### src/rtl/operand_demux_loader.sv
// Sequential 1-to-3 demux: steers Dato into A, B, then OP on successive Cargar presses.
// Optional input debounce filter is enabled by defining DEBOUNCE_EN.
module operand_demux_loader #(
  parameter int unsigned WIDTH      = 6,
  parameter int unsigned OPW        = 4,
  parameter int unsigned DEB_CYCLES = 16
) (
  input  logic             clk,
  input  logic             rst,
  input  logic [WIDTH-1:0] Dato,
  input  logic             Cargar,
  input  logic             Cancelar,
  output logic [WIDTH-1:0] A,
  output logic [WIDTH-1:0] B,
  output logic [OPW-1:0]   OP,
  output logic [1:0]       Estado,
  output logic             Listo,
  output logic             Nuevo,
  output logic             SEL
);

  typedef enum logic [1:0] {
    S_A     = 2'd0,
    S_B     = 2'd1,
    S_OP    = 2'd2,
    S_LISTO = 2'd3
  } state_t;

  state_t           state_q, state_d;
  logic             s1_q, s2_q, fq_q, f;
  logic [1:0]       prime_q;
  logic             armed_q, armed_d;
  logic             ev;
  logic [WIDTH-1:0] a_q, a_d, b_q, b_d;
  logic [OPW-1:0]   op_q, op_d;
  logic             nuevo_q, nuevo_d;

`ifdef DEBOUNCE_EN
  localparam int unsigned CW = $clog2(DEB_CYCLES + 1);

  logic [CW-1:0] cnt_q, cnt_d;
  logic          f_q, f_d;

  always_comb begin
    f_d   = f_q;
    cnt_d = '0;
    if (s2_q != f_q) begin
      if (cnt_q == CW'(DEB_CYCLES - 1)) begin
        f_d = s2_q;
      end else begin
        cnt_d = cnt_q + CW'(1);
      end
    end
  end

  always_ff @(posedge clk) begin
    if (rst) begin
      f_q   <= 1'b0;
      cnt_q <= '0;
    end else begin
      f_q   <= f_d;
      cnt_q <= cnt_d;
    end
  end

  assign f = f_q;
`else
  logic unused_deb;
  assign unused_deb = ^DEB_CYCLES;
  assign f          = s2_q;
`endif

  // Events stay blocked after reset until the conditioned button has been seen low,
  // so a button held through reset needs a fresh press.
  always_comb begin
    armed_d = armed_q | (prime_q[1] & ~s1_q & ~s2_q & ~f);
    ev      = armed_q & f & ~fq_q;
  end

  always_comb begin
    state_d = state_q;
    a_d     = a_q;
    b_d     = b_q;
    op_d    = op_q;
    nuevo_d = 1'b0;
    if (Cancelar) begin
      state_d = S_A;
    end else if (ev) begin
      unique case (state_q)
        S_A: begin
          a_d     = Dato;
          state_d = S_B;
        end
        S_B: begin
          b_d     = Dato;
          state_d = S_OP;
        end
        S_OP: begin
          op_d    = Dato[OPW-1:0];
          state_d = S_LISTO;
          nuevo_d = 1'b1;
        end
        S_LISTO: begin
          state_d = S_A;
        end
      endcase
    end
  end

  always_ff @(posedge clk) begin
    if (rst) begin
      s1_q    <= 1'b0;
      s2_q    <= 1'b0;
      fq_q    <= 1'b0;
      prime_q <= '0;
      armed_q <= 1'b0;
      state_q <= S_A;
      a_q     <= '0;
      b_q     <= '0;
      op_q    <= '0;
      nuevo_q <= 1'b0;
    end else begin
      s1_q    <= Cargar;
      s2_q    <= s1_q;
      fq_q    <= f;
      prime_q <= {prime_q[0], 1'b1};
      armed_q <= armed_d;
      state_q <= state_d;
      a_q     <= a_d;
      b_q     <= b_d;
      op_q    <= op_d;
      nuevo_q <= nuevo_d;
    end
  end

  assign A      = a_q;
  assign B      = b_q;
  assign OP     = op_q;
  assign Estado = state_q;
  assign Listo  = (state_q == S_LISTO);
  assign SEL    = (state_q == S_LISTO);
  assign Nuevo  = nuevo_q;

endmodule

### config.mk
export PLATFORM = sky130hd
export DESIGN_NAME = operand_demux_loader
export DESIGN_NICKNAME = d
export VERILOG_FILES = /design/src/rtl/operand_demux_loader.sv
export SDC_FILE = /design/constraint.sdc
export NUM_CORES = 1
export LEC_CHECK = 0
export CELL_PAD_IN_SITES_DETAIL_PLACEMENT = 1
export CELL_PAD_IN_SITES_GLOBAL_PLACEMENT = 2
export CORE_UTILIZATION = 30
export CTS_BUF_LIST = sky130_fd_sc_hd__clkbuf_8
export DETAILED_ROUTE_END_ITERATION = 6
export PLACE_DENSITY_LB_ADDON = 0.1
export SYNTH_ARGS = -nofsm -noshare
export SYNTH_HDL_FRONTEND = slang
export SYNTH_SLANG_ARGS = --single-unit
### constraint.sdc
create_clock -name clk -period 2.7 [get_ports clk]
set_input_delay 0.54 -clock clk [delete_from_list [all_inputs] [get_ports clk]]
set_output_delay 0.54 -clock clk [all_outputs]
set_load 0.02 [all_outputs]
==> metrics.md, run 1 <==
| Metric | Value |
|---|---|
| Status | complete, no violations |
| Final setup margin | 698 ps |
| Crit path required time | 2160 ps |
| Leak Pwr | 0.561 nW |
| Clock Pin Slew Worst Setup and Hold Paths | 80 ps |
| Endpoint type of the worst setup path | primary output |
| Peak Freq | 500 MHz |
| Final Power | 0.000621 W |
| Hold depth | 1 |
| All-Layer GR Usage | 12.8% |
| R2r worst-path depth | 4 |
| TritonCTS clock tree | built |
| R2r startpoint | Estado[0] |
| Worst EP arrival | 1460 ps |
| Setup violations, final | 0 |
| Synthesized instance count | 94 |
| Post-CTS setup buffer count | 0 |
| Max-slew violations | 0 |
| Layout cell share with drive strength beyond 1 | 5.65% |
| Seq/Total Area, Yosys | 51.2% |
| WL/cell | 11.4 µm |
| DIE WIDTH | 59.1 µm |
| First-pass GRT wire length | 3230 µm |
| Overflow after GRT | 0 |
| DP Cell Count | 164 |
| Syn avg cell area | 10.4 µm² |
| Post-route insts no fill | 168 |
| Ports | 31 |
| PwrDens | 461 mW/mm² |
| Most frequent cells in the layout | clkdlybuf4s50_1 (30), dfxtp_1 (25), nand2_1 (22) |
| Peak VDD IR | 0.231 mV |
| Drc violations | 0 |
| R2r endpoint | Estado[0] |
| GP Congestion | 0.671 |
| Initial antenna violation count | 0 |
| Via count | 705 |
| Post-layout net count | 140 |
| Num CTS Buffers | 3 |
| Initial DRC Count | 9 |
| H-tree levels | 1 |
| Post-Syn Nets | 109 |
| Skew final | 5.64 ps |
| P&R area growth vs syn | 38.0% |
| Warnings from Yosys | 0 |
| Syn Std Cell Area | 977 µm² |
| End of the worst hold path | prime_q[1] |
| Flop-to-flop setup slack | 1520 ps |
| CP Launch Type | register |
| Antenna Cells | 0 |
| Commonest non-fill, non-tap cell in the layout | clkdlybuf4s50_1 |
| TritonRoute pass-1 iters | 2 |
| Post-CTS Hold Buffers | 0 |
| RSZ-0062 raised after global routing | false |
| Initial core utilization | 31.7% |
| Hold crit path type | register to register |
| Max-Slew Margin vs Limit | 54.4% |
| Worst-Skew Late Latency | 260 ps |
| Clock Tree Buf Depth | 2 |
| Min Tclk post-route | 2000 ps |
| Worst slew pin tran | 684 ps |
| DRT antenna net count | 0 |
| Vias in the first global route | 689 |
| Post-synth cell types | 19 |
| WS Path Type | register to primary output |
| Setup TNS | 0 ps |
| Pin count of the biggest net entering global routing | 25 |
| Worst hold start | prime_q[0] |
| Clock tree sinks | 25 |
| # resized after CTS | 0 |
| Placement Setup Slack | 547 ps |
| PortBufs | 30 |
| Yosys reg bits | 25 |
| Detailed Place HPWL | 1400 µm |
| Tcrit/Tclk final | 74.1% |
| CTS Root Buffer Type | clkbuf_8 |
| Post-Route WL | 1910 µm |
| Via-to-Cell Ratio | 4.20 |
| Die outline area | 0.00349 mm² |
| Core area | 0.00308 mm² |
| Total of max-cap violations | 0 |
| Core Rows | 20 |
| Fin. Hold Viols | 0 |
| Worst-path maximum fanout | 5 |
| Die Y | 59.1 µm |
synthesized netlist by cell type (all sizes together):
cell type  number  area [µm²]
dfxtp          25         500
nand2          24        95.1
mux2i          17         170
ha              5        62.6
buf             4        28.8
nor2            4        15.0
nor2b           4        25.0
inv             3        11.3
and2            2        15.0
a2111oi         1        10.0
and3            1        6.26
and3b           1        8.76
and4bb          1        16.3
nor3            1        5.00
nor3b           1        7.51
final cells by class:
cell class / count / area [µm²]
multi-input cells: 62 / 437
flip-flops and latches: 25 / 500
fillers: 357 / 1730
inverters: 3 / 11.3
repair buffers: 30 / 300
well taps: 44 / 55.1
clock inverters: 1 / 3.75
clock buffers: 3 / 41.3
report_power, final:
| part | leakage, nW | internal [W] | switching [W] |
|---|---|---|---|
| clock | 0.0269 | 0.000102 | 0.000111 |
| sequential | 0.203 | 0.000373 | 0.00000245 |
| combinational | 0.331 | 0.0000176 | 0.0000149 |
| total | 0.561 | 0.000492 | 0.000129 |
registers in the layout, summed over array words and instances (netlist names):
name,cells
A,6
B,6
Estado,2
Nuevo,1
OP,4
armed_q,1
f,1
fq_q,1
prime_q,2
s1_q,1
cells by family (layout without fill, tap and decap cells):
| logic type | count (synthesis) | after routing | synth area share, % |
|---|---|---|---|
| multiplexers | 17 | 17 | 17.4 |
| flip-flops | 25 | 25 | 51.2 |
| buffers and inverters | 7 | 37 | 4.10 |
| AND/OR/NAND/NOR | 39 | 39 | 19.8 |
| adder cells (fa/ha/maj) | 5 | 5 | 6.40 |
| AO/OA/AOI/OAI | 1 | 1 | 1.02 |
worst max path at each step:
stage                        to  slack (ps)  cells past startpoint      start
after detailed placement  OP[2]         550                      4        rst
after global placement    OP[1]         600                      4        rst
final                     Listo         700                      2  Estado[1]
after floorplan             SEL        1170                      2  Estado[1]
after global routing        SEL         560                      2  Estado[1]
after CTS                 Listo         670                      2  Estado[1]
worst max-delay path, stage by stage, from the launching register on:
cell	delay, ps
dfxtp_1	410
ha_1	190
clkdlybuf4s50_1	600
per-layer routing:
layer,wire (µm),up-vias,global-route usage [%]
li1,-,367,-
met1,986,311,16.9
met2,764,23,18.5
met3,126,4,4.37
met4,30,0,6.12
met5,0,-,0
through the flow:
stage / cell area [µm²] / utilization, % / hold WS, ps
after floorplan: 977 / - / 414
after global placement: 1300 / 42.4 / 441
after detailed placement: 1300 / 42.4 / 443
after CTS: 1350 / 43.8 / 463
after global routing: 1350 / 43.8 / 485
final: 1350 / 43.8 / 458
Power figures use the tool's default switching activity.
==> run 2: changes to the inputs <==
--- a/config.mk
+++ b/config.mk
@@ -7,7 +7,7 @@
 export LEC_CHECK = 0
 export CELL_PAD_IN_SITES_DETAIL_PLACEMENT = 1
 export CELL_PAD_IN_SITES_GLOBAL_PLACEMENT = 2
-export CORE_UTILIZATION = 30
+export CORE_UTILIZATION = 28
 export CTS_BUF_LIST = sky130_fd_sc_hd__clkbuf_8
 export DETAILED_ROUTE_END_ITERATION = 6
 export PLACE_DENSITY_LB_ADDON = 0.1
==> constraint.sdc (replaced) <==
create_clock -name clk -period 1.9 [get_ports clk]
set_input_delay 0.38 -clock clk [delete_from_list [all_inputs] [get_ports clk]]
set_output_delay 0.38 -clock clk [all_outputs]
set_load 0.02 [all_outputs]
==> metrics.md, run 2 (same netlist as run 1, synthesis figures left out) <==
| Metric | Value |
|---|---|
| Drc violations | 0 (unchanged) |
| Switching Power | 0.000184 W (+43%) |
| DRT antenna net count | 0 (unchanged) |
| Post-route insts no fill | 171 (+1.8%) |
| Leak Pwr | 0.603 nW (+7.5%) |
| Initial antenna violation count | 0 (unchanged) |
| WL/cell | 12.0 µm (+5.7%) |
| RSZ-0062 raised after global routing | false |
| Skew final | 2.12 ps (-3.52 ps) |
| Setup violations, final | 0 (unchanged) |
| Status | complete, no violations |
| Core Rows | 21 (+5.0%) |
| Hold slack | 460 ps (+1.59 ps) |
| Die Y | 61.1 µm (+3.4%) |
| Max-Slew Margin vs Limit | 55.4% (+1.1 points) |
| Endpoint type of the worst setup path | primary output |
| # resized after CTS | 0 (unchanged) |
| DIE WIDTH | 61.1 µm (+3.4%) |
| Via-to-Cell Ratio | 4.31 (+2.7%) |
| Layout cell share with drive strength beyond 1 | 6.40% (+0.75 points) |
| Vias in the first global route | 729 (+5.8%) |
| Clock Tree Buf Depth | 2 (unchanged) |
| Sw Ratio | 20.8% (+0.074 points) |
| Max incr delay on CP | 640 ps (+40 ps) |
| Worst path bufs/invs | 1 (unchanged) |
| Most frequent cells in the layout | clkdlybuf4s50_1 (28), dfxtp_1 (25), nand2_1 (22) |
| Initial DRC Count | 11 (+2) |
| PortBufs | 30 (unchanged) |
| H-tree levels | 1 (unchanged) |
| Crit path required time | 1520 ps (-640 ps) |
| Commonest non-fill, non-tap cell in the layout | clkdlybuf4s50_1 |
| PwrDens | 649 mW/mm² (+41%) |
| Clock share of power | 34.3% (about the same) |
| First-pass GRT wire length | 3420 µm (+5.8%) |
| Post-layout net count | 141 (+0.71%) |
| Setup TNS | 0 ps (unchanged) |
| Met2 usage | 18.8% (+0.28 points) |
| Worst path cell trace | clkdlybuf4s50_1 |
| Overflow after GRT | 0 (unchanged) |
| Num CTS Buffers | 3 (unchanged) |
| WS Path Type | register to primary output |
| Clock tree sinks | 25 (unchanged) |
| TritonRoute pass-1 iters | 3 (+1) |
| Die outline area | 0.00373 mm² (+6.9%) |
| Clock Pin Slew Worst Setup and Hold Paths | 80 ps (about the same) |
| Logic pwr share | 5.4% (+0.2 points) |
| Ports | 31 (unchanged) |
| Met1 GRT Util | 17.2% (+0.30 points) |
| Tcrit/Tclk final | 89.2% |
| Detailed Place HPWL | 1580 µm (+13%) |
| CTS Root Buffer Type | clkbuf_8 |
| Hold crit path type | register to register |
| Total of max-cap violations | 0 (unchanged) |
| Peak VDD IR | 0.330 mV (+43%) |
| Fin. Hold Viols | 0 (unchanged) |
| Core Util, Final | 40.9% (-3.0 points) |
| CP max-delay cell | clkdlybuf4s50_1 |
| TritonCTS clock tree | built |
| CP top delay family | buffers and inverters |
| Peak Freq | 590 MHz |
| Worst-Skew Late Latency | 260 ps (about the same) |
| All-Layer GR Usage | 12.8% (+0.039 points) |
| Final instance area | 0.00136 mm² (+1.1%) |
| Initial core utilization | 29.3% (-2.5 points) |
| Antenna Cells | 0 (unchanged) |
| Core area | 0.00334 mm² (+8.4%) |
| Grt peak-use layer | met2 |
| GP Congestion | 0.711 (+5.9%) |
| Reg power frac | 60.3% (-0.2 points) |
| GR Util met3 | 3.36% (-1.0 points) |
| Worst slew pin tran | 668 ps (-16.1 ps) |
| DP Cell Count | 167 (+1.8%) |
| Via count | 737 (+4.5%) |
| Worst EP arrival | 1310 ps (-150 ps) |
| Post-CTS Hold Buffers | 0 (unchanged) |
| Worst-path maximum fanout | 5 (unchanged) |
| CP Launch Type | register |
| Max-slew violations | 0 (unchanged) |
| Post-Route WL | 2050 µm (+7.5%) |
| Post-CTS setup buffer count | 0 (unchanged) |
| Min Tclk post-route | 1690 ps |
| P&R area growth vs syn | 39.6% |
| Internal power | 0.000701 W (+42%) |
| Dpl cell area | 0.00131 mm² (+0.77%) |
| Pin count of the biggest net entering global routing | 25 (unchanged) |
-- run 2: changes by cell type in the layout (fill, tap and decap cells not counted), sizes merged --
cell	previous run	this run
clkdlybuf4s50	30	28
dlymetal6s2s	0	2
buf	0	1
-- run 2: through the flow --
stage | worst slack, ps | total power (W)
5_1_grt | 155 | 0.000927
6_report | 205 | 0.000885
3_5_place_dp | 69.6 | 0.000596
4_1_cts | 23.9 | 0.000902
2_1_floorplan | 530 | 0.000566
3_3_place_gp | 129 | 0.000594
-- run 2: final cells by class --
cell class,instances,area (µm²)
fillers,401,1970
flip-flops and latches,25,500
multi-input cells,62,437
repair buffers,31,313
well taps,46,57.6
clock buffers,3,41.3
inverters,3,11.3
clock inverters,1,3.75
-- run 2: path summary, 6_finish.rpt --
kind	endpoint	depth (start not counted)	slack, ps	startpoint
hold reg to reg	prime_q[1]	1	460	prime_q[0]
setup / recovery	Estado[0]	1	210	Estado[0]
setup reg to reg	Estado[0]	4	660	Estado[0]
hold / removal	prime_q[1]	1	460	prime_q[0]
-- run 2: metal layers --
layer  share of wire [%]  wire, µm  vias to the layer above
li1                    -         -                      368
met1                  47       974                      352
met2                  47       971                       15
met3                 4.0        83                        2
met4                 1.1        22                        0
met5                   0         0                        -
-- run 2: power groups by stage --
stage / Combinational [W] / Clock [W] / Sequential [W]
global route: 0.0000536 / 0.000338 / 0.000535
finish: 0.0000479 / 0.000303 / 0.000534
global placement: 0.0000483 / 0 / 0.000546
CTS: 0.0000493 / 0.000319 / 0.000534
floorplan: 0.0000202 / 0 / 0.000546
detailed placement: 0.0000492 / 0 / 0.000546
